### config.mk
export PLATFORM = sky130hd
export DESIGN_NAME = axis_frame_delimiter_flat
export DESIGN_NICKNAME = d
export VERILOG_FILES = /design/src/rtl/axis_frame_delimiter_if.sv /design/src/rtl/axis_frame_delimiter.sv /design/src/flat_wrapper.sv
export SDC_FILE = /design/constraint.sdc
export NUM_CORES = 1
export LEC_CHECK = 0
export ABC_AREA = 1
export BUFFER_PORTS_ARGS = -buffer_cell sky130_fd_sc_hd__buf_4
export CAP_MARGIN = 25
export CORE_MARGIN = 10
export CORE_UTILIZATION = 30
export CTS_CLUSTER_SIZE = 28
export DETAILED_ROUTE_END_ITERATION = 7
export PLACE_DENSITY = 0.57
export RECOVER_POWER = 25
export SLEW_MARGIN = 5
export SYNTH_ARGS = -nofsm -noshare
export SYNTH_HDL_FRONTEND = slang
export SYNTH_SLANG_ARGS = --single-unit
export TNS_END_PERCENT = 50
### constraint.sdc
create_clock -name clk -period 4.3 [get_ports clk]
set_input_delay 0.43 -clock clk [delete_from_list [all_inputs] [get_ports clk]]
set_output_delay 0.43 -clock clk [all_outputs]
set_load 0.02 [all_outputs]
### src/rtl/axis_frame_delimiter_if.sv
// AXI-Stream byte channel used on both sides of the frame delimiter.
// The master drives data/valid/last and the slave drives ready.
interface axis_frame_delimiter_if #(
  parameter int DATA_WIDTH = 8
);
  logic [DATA_WIDTH-1:0] tdata;
  logic                  tvalid;
  logic                  tready;
  logic                  tlast;

  modport master (output tdata, output tvalid, output tlast, input tready);
  modport slave  (input tdata, input tvalid, input tlast, output tready);
endinterface

### src/rtl/axis_frame_delimiter.sv
// Inserts tlast into an unterminated AXI-Stream byte stream by frame length, input tlast or idle timeout.
// One beat is held back in H so a timeout can still mark an already-accepted beat as last.
module axis_frame_delimiter #(
  parameter int DATA_WIDTH    = 8,
  parameter int LEN_WIDTH     = 8,
  parameter int TIMEOUT_WIDTH = 16
) (
  input  logic                     clk,
  input  logic                     rst,
  input  logic [LEN_WIDTH-1:0]     cfg_len,
  input  logic [TIMEOUT_WIDTH-1:0] cfg_timeout,
  axis_frame_delimiter_if.slave    s_axis,
  axis_frame_delimiter_if.master   m_axis,
  output logic [15:0]              stat_timeout_flushes
);

  function automatic logic [TIMEOUT_WIDTH-1:0] idle_sat_inc(input logic [TIMEOUT_WIDTH-1:0] v);
    return (v == '1) ? v : v + 1'b1;
  endfunction

  function automatic logic [15:0] stat_sat_inc(input logic [15:0] v);
    return (v == 16'hFFFF) ? v : v + 16'd1;
  endfunction

  logic [DATA_WIDTH-1:0]    r_hold_data;
  logic                     r_hold_valid;
  logic                     r_hold_last;
  logic [DATA_WIDTH-1:0]    r_out_data;
  logic                     r_out_valid;
  logic                     r_out_last;
  logic [LEN_WIDTH-1:0]     r_beat_cnt;
  logic [TIMEOUT_WIDTH-1:0] r_idle_cnt;
  logic [15:0]              r_stat;

  logic                     w_out_free;
  logic                     w_timeout_hit;
  logic                     w_release;
  logic                     w_flush;
  logic                     w_accept;
  logic                     w_eof;
  logic [LEN_WIDTH:0]       w_beat_next;

  assign w_out_free    = !r_out_valid || m_axis.tready;
  assign w_timeout_hit = (cfg_timeout != '0) && (r_idle_cnt >= cfg_timeout);
  assign w_release     = r_hold_valid && (r_hold_last || w_timeout_hit);
  // Ready is withheld during a release so accept and release never coincide.
  assign s_axis.tready = w_out_free && !w_release && !rst;
  assign w_accept      = s_axis.tvalid && s_axis.tready;
  assign w_flush       = w_release && w_out_free;

  // One extra bit keeps beat_cnt+1 from wrapping when beat_cnt is all-ones.
  assign w_beat_next   = {1'b0, r_beat_cnt} + 1'b1;
  assign w_eof         = s_axis.tlast ||
                         ((cfg_len != '0) && (w_beat_next >= {1'b0, cfg_len}));

  assign m_axis.tdata         = r_out_data;
  assign m_axis.tvalid        = r_out_valid;
  assign m_axis.tlast         = r_out_last;
  assign stat_timeout_flushes = r_stat;

  always_ff @(posedge clk) begin
    if (w_accept) begin
      r_hold_data <= s_axis.tdata;
    end
  end

  always_ff @(posedge clk) begin
    if (rst) begin
      r_hold_valid <= 1'b0;
      r_hold_last  <= 1'b0;
      r_out_data   <= '0;
      r_out_valid  <= 1'b0;
      r_out_last   <= 1'b0;
      r_beat_cnt   <= '0;
      r_idle_cnt   <= '0;
      r_stat       <= '0;
    end else if (w_accept) begin
      r_hold_valid <= 1'b1;
      r_hold_last  <= w_eof;
      r_beat_cnt   <= w_eof ? '0 : w_beat_next[LEN_WIDTH-1:0];
      r_idle_cnt   <= '0;
      if (r_hold_valid) begin
        r_out_data  <= r_hold_data;
        r_out_last  <= 1'b0;
        r_out_valid <= 1'b1;
      end else if (m_axis.tready) begin
        r_out_valid <= 1'b0;
      end
    end else if (w_flush) begin
      r_out_data   <= r_hold_data;
      r_out_last   <= 1'b1;
      r_out_valid  <= 1'b1;
      r_hold_valid <= 1'b0;
      r_hold_last  <= 1'b0;
      r_beat_cnt   <= '0;
      r_idle_cnt   <= '0;
      if (!r_hold_last) begin
        r_stat <= stat_sat_inc(r_stat);
      end
    end else begin
      // Idle counting continues under backpressure so a pending flush fires on the first free cycle.
      if (m_axis.tready) begin
        r_out_valid <= 1'b0;
      end
      if (r_hold_valid && !r_hold_last) begin
        r_idle_cnt <= idle_sat_inc(r_idle_cnt);
      end
    end
  end

endmodule

### src/flat_wrapper.sv
// flat-port wrapper written by rule: the top's interface ports become plain ports
module axis_frame_delimiter_flat 
#(
  parameter int DATA_WIDTH    = 8,
  parameter int LEN_WIDTH     = 8,
  parameter int TIMEOUT_WIDTH = 16
)
  (clk, rst, cfg_len, cfg_timeout, stat_timeout_flushes, s_axis_tdata, s_axis_tvalid, s_axis_tlast, s_axis_tready, m_axis_tdata, m_axis_tvalid, m_axis_tlast, m_axis_tready);
  axis_frame_delimiter_if #(.DATA_WIDTH(DATA_WIDTH)) s_axis_i ();
  axis_frame_delimiter_if #(.DATA_WIDTH(DATA_WIDTH)) m_axis_i ();
  input  logic clk;
  input  logic rst;
  input  logic [LEN_WIDTH-1:0] cfg_len;
  input  logic [TIMEOUT_WIDTH-1:0] cfg_timeout;
  output logic [15:0] stat_timeout_flushes;
  input wire logic [$bits(s_axis_i.tdata)-1:0] s_axis_tdata;
  input wire logic [$bits(s_axis_i.tvalid)-1:0] s_axis_tvalid;
  input wire logic [$bits(s_axis_i.tlast)-1:0] s_axis_tlast;
  output wire logic [$bits(s_axis_i.tready)-1:0] s_axis_tready;
  output wire logic [$bits(m_axis_i.tdata)-1:0] m_axis_tdata;
  output wire logic [$bits(m_axis_i.tvalid)-1:0] m_axis_tvalid;
  output wire logic [$bits(m_axis_i.tlast)-1:0] m_axis_tlast;
  input wire logic [$bits(m_axis_i.tready)-1:0] m_axis_tready;
  assign s_axis_i.tdata = s_axis_tdata;
  assign s_axis_i.tvalid = s_axis_tvalid;
  assign s_axis_i.tlast = s_axis_tlast;
  assign s_axis_tready = s_axis_i.tready;
  assign m_axis_tdata = m_axis_i.tdata;
  assign m_axis_tvalid = m_axis_i.tvalid;
  assign m_axis_tlast = m_axis_i.tlast;
  assign m_axis_i.tready = m_axis_tready;
  axis_frame_delimiter #(.DATA_WIDTH(DATA_WIDTH), .LEN_WIDTH(LEN_WIDTH), .TIMEOUT_WIDTH(TIMEOUT_WIDTH)) u_core (.clk(clk), .rst(rst), .cfg_len(cfg_len), .cfg_timeout(cfg_timeout), .s_axis(s_axis_i), .m_axis(m_axis_i), .stat_timeout_flushes(stat_timeout_flushes));
endmodule
==> results of run 1 <==
routing by layer:
layer | vias to the layer above | global-route usage | wire, µm | share of wire
li1 | 1784 | - | - | -
met1 | 1445 | 0.138 | 4260 | 0.48
met2 | 59 | 0.182 | 4070 | 0.46
met3 | 4 | 0.0272 | 406 | 0.046
met4 | 0 | 0.0377 | 78 | 0.0089
met5 | - | 0 | 0 | 0
power breakdown:
part / total [mW] / internal (mW) / switching [mW]
registers: 0.590 / 0.582 / 0.00805
logic: 0.126 / 0.0483 / 0.0781
clock network: 0.621 / 0.379 / 0.241
registers in the layout (all words and copies together), names as in the netlist:
signal,flops
u_core.r_hold_last,1
u_core.r_idle_cnt,16
u_core.m_axis.tdata,8
u_core.r_beat_cnt,8
u_core.stat_timeout_flushes,16
u_core.m_axis.tlast,1
u_core.r_hold_valid,1
u_core.m_axis.tvalid,1
u_core.r_hold_data,8
placed cells by master, fill, tap and decap left out, drive strengths merged, types with 2 or more instances in the layout:
master | synthesis | final
a211oi | 5 | 5
a21oi | 31 | 31
buf | 4 | 40
clkbuf | 2 | 32
clkinv | 1 | 7
dfxtp | 52 | 52
edfxtp | 8 | 8
ha | 27 | 27
inv | 87 | 87
nand2 | 137 | 137
nand3 | 28 | 28
nand4 | 12 | 12
nor2 | 71 | 71
nor3 | 11 | 11
nor4 | 7 | 7
o21a | 2 | 2
o21ai | 8 | 8
xnor2 | 7 | 7
xor2 | 19 | 19
synth_stat cells:
cell      number  area [µm²]
o21a_1         2        15.0
a211oi_1       5        37.5
and2_1         1        6.26
buf_2          1        5.00
nand3_1       26         130
a21oi_1       29         145
nor4_1         6        37.5
o21ai_0        8        40.0
buf_6          2        22.5
nor2_1        69         259
xor2_1        19         166
inv_2          4        15.0
ha_1          27         338
nand4_1       12        75.1
inv_1         83         312
clkinv_1       1        3.75
xnor2_1        7        61.3
nor4_2         1        12.5
nand2_2        3        18.8
nor3_1        11        55.1
edfxtp_1       8         240
nand2_1      134         503
nor2_4         1        11.3
a21oi_2        2        17.5
dfxtp_1       52        1040
buf_4          1        7.51
nor2_8         1        20.0
nand3_2        1        10.0
clkbuf_1       2        7.51
nand3_4        1        17.5
stage by stage:
step            util  hold slack (ns)  std cells  power, mW  area [µm²]
6_report       0.373            0.318        740       1.34        4440
5_1_grt        0.373            0.302        740       1.41        4440
4_1_cts        0.378            0.284        740       1.36        4500
3_5_place_dp   0.356            0.476        724      0.735        4250
3_3_place_gp   0.356            0.458        724      0.733        4250
2_1_floorplan      -            0.443        520      0.679        3630
logic make-up after synthesis:
| logic type | count (synthesis) | synth area share |
|---|---|---|
| flip-flops | 60 | 0.353 |
| XOR/XNOR | 26 | 0.0627 |
| adder cells (fa/ha/maj) | 27 | 0.0930 |
| AND/OR/NAND/NOR | 267 | 0.318 |
| AO/OA/AOI/OAI | 46 | 0.0703 |
| buffers and inverters | 94 | 0.103 |
how the worst max path moves through the flow:
stage               slack (ns)                           endpoint
floorplan                 2.04  u_core.r_beat_cnt[6]$_SDFFE_PP0P_
global placement          1.44  u_core.r_beat_cnt[6]$_SDFFE_PP0P_
detailed placement        1.36  u_core.r_beat_cnt[1]$_SDFFE_PP0P_
CTS                       1.33  u_core.r_beat_cnt[1]$_SDFFE_PP0P_
global route              0.93  u_core.r_beat_cnt[6]$_SDFFE_PP0P_
finish                    1.41  u_core.r_beat_cnt[1]$_SDFFE_PP0P_
area by class of cell:
class,count,area [µm²],area share
clock buffers,9,225,0.0507
clock inverters,7,33.8,0.00760
inverters,88,330,0.0743
multi-input cells,366,1980,0.445
flip-flops and latches,60,1280,0.288
well taps,147,184,0.0414
repair buffers,63,413,0.0929
==> flow_summary.ini, run 1 <==
[power]
powerDensity_mw_per_mm2 = 301
ir_drop_uv = 182
leakagePower_nw = 2.01

[layout]
antenna_cells = 0
area_growth_syn_to_layout_pct = 22.4
final.fill_count = 1282
layout-drive-gt1-share = 0.125
final_nets = 652

[sta]
rsz0062_at_grt = no
fin_skew_ns = 0.00969
fmax_ghz = 0.345
tightest_slew_ns = 0.478
tns_ns = 0
finalHoldViolations = 0
final.min_clock_period_ns = 2.89
final-max-slew-violation-count = 0
post-route-period-util = 0.673
setup_ws_ns = 1.41
max-slew-margin-rel = 0.679
setup_viol = 0

[critical_path]
cp.buffers_inverters = 2
worstPathCellList = ha_1, nand3_1, nor2_1, nand2_1, xnor2_1, ha_1, nand2_1, inv_1, nand2_1, nor2_1, nand3_1, nand2_1, nor2_1, nand2_1, a21oi_1, nand4_1, inv_1, nand2_1, nand2_1
cp-start-kind = register
r2r_cells = 19
r2r-start = u_core.r_beat_cnt[0]$_SDFFE_PP0P_
worst-setup-path-type = register to register
cpLargestDelayFamily = simple AND/OR/NAND/NOR gates
required_ns = 4.57
crit_top_cell = nand2_1
r2r-end = u_core.r_beat_cnt[1]$_SDFFE_PP0P_
cp.depth = 19
cp-startpoint = u_core.r_beat_cnt[0]$_SDFFE_PP0P_
critPathArrivalTime_ns = 3.16
crit_slowest_cell = dfxtp_1
critical_path.max_stage_delay_ns = 0.39
r2r_setup_slack_ns = 1.41
path_max_fanout = 5
worstSetupEndpointType = register

[yosys]
synth_cells = 520
synth_cell_type_count = 30
ys_seq_area_frac = 0.353
syn_avg_cell_area_um2 = 6.98
ys_warn_count = 0
netlist_area_mm2 = 0.00363
synth_seq_cells = 60
postSynthNetCount = 584

[routing]
routed_wl_mm = 8.81
first_pass_iters = 4
wl_per_cell_um = 11.9
viasPerCell = 4.45
vias = 3292
drcViolationCount = 0
drt_iter0_markers = 193
drt.antenna.violating_nets = 0

[cts]
cts_resized = 0
post_cts_buffers = 0
cts_buffers = 9
clockRootBuffer = clkbuf_16
cts.sink_count = 60
postCtsHoldBufs = 0
cts_buffer_depth = 2
ctsHtreeMaxLevel = 3
clkTransAtPathRegs_ns = 0.05
cts_tree = built
insertion_delay_ns = 0.32

[die]
fp-row-count = 40
die_height_um = 130
initial_core_util = 0.305
die-area_mm2 = 0.0169
core-area_mm2 = 0.0119
die_w_um = 130
io-pin-count = 64

[flow_run]
drv_cap = 0

[worst_hold_path]
hold_path_end = u_core.r_hold_data[7]$_DFFE_PP_
whs_path_depth = 1
hp-class = input port to register
worstHoldStart = s_axis_tdata[7]

[placement]
place.gp.congestion = 0.880
dp_worst_setup_slack_ns = 1.36
dp_hpwl_mm = 7.08
io_buffers = 63

[global_routing]
grt_overflow = 0
grt_max_degree = 20
track_usage = 0.111
grt_pass1_vias = 3281
antenna_found_initial = 0
grt_pass1_wl_mm = 15.3

[status]
status = finished, final reports clean
(Power assumes the default switching activity.)
==> run 2: changes to the inputs <==
Settings changed: ABC_AREA 1 to 0, PLACE_DENSITY 0.57 to 0.58.
Clock period 4.3 ns to 2.89 ns, I/O delays scaled along.
==> flow_summary.ini, run 2 <==
[die]
die_height_um = 125
io-pin-count = 64
die_w_um = 125
die-area_mm2 = 0.0156
core-area_mm2 = 0.0108
fp-row-count = 38
initial_core_util = 0.306

[layout]
final_common_cell = nor2_1
antenna_cells = 0
final_nets = 521
layout_common_cells = nor2_1, buf_4, dfxtp_1
layout-drive-gt1-share = 0.184
area_growth_syn_to_layout_pct = 24.8
final-seq-area_mm2 = 0.00128
multi_input_area_mm2 = 0.00186
final.fill_count = 1123

[sta]
tns_ns = 0
final.min_clock_period_ns = 2.72
whs_ns = 0.146
post-route-period-util = 0.941
setup_viol = 0
max-slew-margin-rel = 0.526
rsz0062_at_grt = no
finalHoldViolations = 0
fmax_ghz = 0.368
fin_skew_ns = 0.00931
tightest_slew_ns = 0.706
final-max-slew-violation-count = 0

[routing]
drt.antenna.violating_nets = 0
wl_met2_mm = 3.71
drcViolationCount = 0
viasPerCell = 4.75
drt-met1-wl_mm = 3.97
vias = 2853
drt_iter0_markers = 122
route.top_layer_used = met4
wl_per_cell_um = 13.6
routed_wl_mm = 8.15
met3WireLength_um = 360
first_pass_iters = 4

[yosys]
ys_warn_count = 0
yosys_most_used_dff = dfxtp_1
synth_xor_area_frac = 0.0796
ys_seq_area_frac = 0.388
yosys.area.top_type = dfxtp_1
synth_area_leaders = dfxtp_1, ha_1, edfxtp_1, nor2_1, xor2_1
synth_mux_area_frac = 0.0334
synth_cell_type_count = 45
synth_top_family_by_area = simple AND/OR/NAND/NOR gates
netlist_area_mm2 = 0.00330
synth_edf_count = 8
synthTopCellsByCount = nor2_1, dfxtp_1, nand2_1
synth_compound_area_frac = 0.0967
synth_top_cell_area_share = 0.316
yosys.area_share.simple = 0.249
postSynthNetCount = 446
syn_avg_cell_area_um2 = 8.64
synth_seq_cells = 60
synthArstFlopShare = 0
yosysMostFrequentCell = nor2_1
synth_cells = 382
synth_fa_ha_area_frac = 0.102

[critical_path]
worstPathCellList = ha_1, a21oi_1, o21ai_0, a2111oi_2, buf_4, nand3_1, buf_4, a21boi_1, buf_4
required_ns = 2.60
worstSetupEndpointType = output port
cp.buffers_inverters = 3
worst-setup-path-type = register to output port
critical_path.max_stage_delay_ns = 0.40
critPathArrivalTime_ns = 2.43
cp-start-kind = register
path_max_fanout = 8
crit_top_cell = buf_4
crit_slowest_cell = dfxtp_1
cpLargestDelayFamily = compound AO/OA/AOI/OAI gates

[cts]
cts_buffers = 9
insertion_delay_ns = 0.34
ctsHtreeMaxLevel = 3
cts_buffer_depth = 2
cts.sink_count = 60
clockRootBuffer = clkbuf_8
postCtsHoldBufs = 0
clkTransAtPathRegs_ns = 0.07
cts_tree = built

[status]
status = finished, final reports clean

[power]
leakagePower_nw = 1.75
powerDensity_mw_per_mm2 = 435
ir_drop_uv = 232

[global_routing]
antenna_found_initial = 0
grt_pass1_vias = 2798
track_usage = 0.105
grt_overflow = 0
grt_pass1_wl_mm = 13.7
grt_max_degree = 30

[placement]
place.gp.congestion = 0.888
dp_hpwl_mm = 6.42
io_buffers = 63

[worst_hold_path]
hp-class = input port to register

[flow_run]
drv_cap = 0
run 2: changes by cell type after synthesis, moves of 5 or more:
cell	change
inv_1	-52
a21oi_1	-14
nor2_1	-12
a21o_1	+6
mux2i_1	+11
nand2_1	-101
nand2b_1	+8
a211oi_1	-5
nor3_1	-5
run 2: stage by stage:
stage / utilization / area, µm² / setup slack [ns] / cells / power [mW]
global route: 0.382 / 4120 / 0.000245 / 601 / 1.88
floorplan: - / 3300 / 0.299 / 382 / 0.992
global placement: 0.368 / 3970 / 0.258 / 586 / 1.08
CTS: 0.386 / 4160 / 0.0562 / 601 / 1.83
detailed placement: 0.368 / 3970 / 0.150 / 586 / 1.08
finish: 0.382 / 4120 / 0.169 / 601 / 1.79
run 2: final cells by class:
class / instances / share of cell area
Sequential cell: 60 / 0.312
Tap cell: 140 / 0.0425
Inverter: 31 / 0.0283
Timing Repair Buffer: 73 / 0.119
Clock inverter: 6 / 0.0161
Multi-Input combinational cell: 282 / 0.452
Clock buffer: 9 / 0.0301
run 2: timing repair:
item                                    4_1_cts  5_1_grt
endpoints found under the setup margin        1        5
gates cloned                                  0        0
setup buffers                                 0        0
resized for setup                             2        6
run 2: cells by family (layout without fill, tap and decap cells):
group,Yosys count,in the layout
flops,60,60
simple gates,168,168
buf+inv,40,119
mux,11,11
compound gates,46,46
fa+ha+maj,27,27
xor+xnor,30,30
run 2: final timing paths:
check	from	to	slack (ns)	cells past startpoint
worst min-delay path	s_axis_tdata[1]	u_core.r_hold_data[1]$_DFFE_PP_	0.15	1
worst min register to register	u_core.r_hold_data[5]$_DFFE_PP_	u_core.m_axis.tdata[5]$_SDFFE_PP0P_	0.49	2
worst max-delay path	u_core.r_idle_cnt[11]$_SDFFE_PP0P_	s_axis_tready	0.17	9
worst max register to register	u_core.r_beat_cnt[3]$_SDFFE_PP0P_	u_core.r_beat_cnt[2]$_SDFFE_PP0P_	0.18	12
run 2: worst register-to-register path, stage by stage (launching register included):
cell and delay (ns):
dfxtp_1 0.38, and3_1 0.22, nand3_1 0.12, or2_2 0.31, nand2_1 0.08, ha_1 0.23
a21o_1 0.16, a221o_1 0.34, a31oi_1 0.16, o21ai_1 0.12, a211o_1 0.31, a21oi_1 0.13
a21o_1 0.10
run 2: per-layer routing:
layer	GRT usage	vias up
li1	-	1482
met4	0.0352	0
met5	0	-
met3	0.0370	6
met1	0.129	1312
met2	0.168	53
run 2: power breakdown:
part | switching, mW | leakage (nW) | internal (mW) | total (mW)
clock | 0.339 | 0.0873 | 0.392 | 0.731
sequential | 0.0105 | 0.496 | 0.861 | 0.871
combinational | 0.101 | 1.17 | 0.0861 | 0.188
total | 0.451 | 1.75 | 1.34 | 1.79
==> run 3: changes to the inputs <==
Clock period 2.89 ns to 2.95 ns, I/O delays scaled along.
==> flow_summary.ini, run 3 (synthesis results as in run 2) <==
[status]
status = finished, final reports clean

[global_routing]
track_usage = 0.106
antenna_found_initial = 0
grt_pass1_wl_mm = 13.8
grt_max_degree = 30
grt_overflow = 0
grt_pass1_vias = 2760

[cts]
cts_buffers = 9
clkTransAtPathRegs_ns = 0.07
postCtsHoldBufs = 0
ctsHtreeMaxLevel = 3
cts.sink_count = 60
insertion_delay_ns = 0.34
cts_tree = built
clockRootBuffer = clkbuf_8
cts_buffer_depth = 2

[layout]
layout_common_cells = nor2_1, buf_4, dfxtp_1
antenna_cells = 0
fin_cells = 601
final_nets = 520
fin_area_mm2 = 0.00412
layout-drive-gt1-share = 0.184
area_growth_syn_to_layout_pct = 24.8
final_common_cell = nor2_1
final.fill_count = 1115
post-route-util = 0.382

[routing]
vias = 2857
viasPerCell = 4.75
drt.antenna.violating_nets = 0
first_pass_iters = 5
drt_iter0_markers = 125
routed_wl_mm = 8.22
drcViolationCount = 0
wl_per_cell_um = 13.7

[sta]
final-max-slew-violation-count = 0
final.min_clock_period_ns = 2.73
tns_ns = 0
setup_viol = 0
post-route-period-util = 0.927
fin_skew_ns = 0.00603
fmax_ghz = 0.366
max-slew-margin-rel = 0.557
finalHoldViolations = 0
tightest_slew_ns = 0.663
whs_ns = 0.154
rsz0062_at_grt = no

[placement]
placed_area_mm2 = 0.00397
placed_cells = 585
place.gp.congestion = 0.855
dp_hpwl_mm = 6.42
io_buffers = 63

[critical_path]
worstSetupEndpointType = output port
critPathArrivalTime_ns = 2.44
path_max_fanout = 20
worst-setup-path-type = register to output port
cp-start-kind = register
required_ns = 2.65

[power]
comb_power_share = 0.104
powerDensity_mw_per_mm2 = 428
p_clk_frac = 0.412
share_seq_of_total_power = 0.485
swShare = 0.253
p_switching_mw = 0.446
power.internal_mw = 1.32
ir_drop_uv = 247
leakagePower_nw = 1.75

[worst_hold_path]
hp-class = input port to register

[die]
fp-row-count = 38
die_height_um = 125
die_w_um = 125
die-area_mm2 = 0.0156
io-pin-count = 64
initial_core_util = 0.306
core-area_mm2 = 0.0108

[flow_run]
drv_cap = 0
==> run 3: final timing paths <==
| kind | slack [ns] | from | cells after the start | endpoint |
|---|---|---|---|---|
| max | 0.22 | u_core.r_idle_cnt[11]$_SDFFE_PP0P_ | 9 | s_axis_tready |
| min | 0.15 | s_axis_tdata[1] | 1 | u_core.r_hold_data[1]$_DFFE_PP_ |
| max reg2reg | 0.24 | u_core.r_beat_cnt[3]$_SDFFE_PP0P_ | 12 | u_core.r_beat_cnt[5]$_SDFFE_PP0P_ |
| min reg2reg | 0.48 | u_core.r_hold_data[0]$_DFFE_PP_ | 2 | u_core.m_axis.tdata[0]$_SDFFE_PP0P_ |
==> run 3: area by class of cell <==
| type | count | area, µm² | share of cell area |
|---|---|---|---|
| Multi-Input combinational cell | 282 | 1870 | 0.453 |
| Sequential cell | 60 | 1280 | 0.312 |
| Timing Repair Buffer | 72 | 484 | 0.118 |
| Tap cell | 140 | 175 | 0.0425 |
| Clock buffer | 10 | 128 | 0.0310 |
| Inverter | 31 | 116 | 0.0283 |
| Clock inverter | 6 | 65.1 | 0.0158 |
==> run 3: timing repair <==
item,CTS,global route
gates resized for setup,1,7
setup buffers,0,0
gates cloned,0,0
hold endpoints to repair,0,0
endpoints found under the setup margin,1,3
==> run 3: stage by stage <==
stage | worst slack [ns] | total power, mW
after floorplan | 0.359 | 0.972
after global placement | 0.207 | 1.06
after detailed placement | 0.221 | 1.06
after CTS | 0.0432 | 1.79
after global routing | 0.00890 | 1.84
final | 0.215 | 1.76
==> run 3: worst max-delay path, cell delays in order, from the launching register on <==
cell and delay (ns):
dfxtp_1 0.40, ha_1 0.27, a21oi_1 0.14, o21ai_0 0.11, a2111oi_2 0.40, buf_4 0.17
nand3_1 0.07, buf_4 0.21, a21boi_1 0.17, buf_4 0.16
==> run 3: power groups by stage <==
stage / logic (mW) / registers (mW) / clock network (mW)
6_report: 0.183 / 0.854 / 0.725
5_1_grt: 0.205 / 0.855 / 0.782
4_1_cts: 0.189 / 0.853 / 0.750
3_5_place_dp: 0.189 / 0.872 / 0
3_3_place_gp: 0.186 / 0.872 / 0
2_1_floorplan: 0.0961 / 0.876 / 0
==> run 3: layer usage <==
metal,GRT usage,routed length [µm],up-vias
met2,0.163,3760,62
met1,0.134,3930,1307
met5,0,0,-
met4,0.0407,129,0
met3,0.0336,397,15
li1,-,-,1473
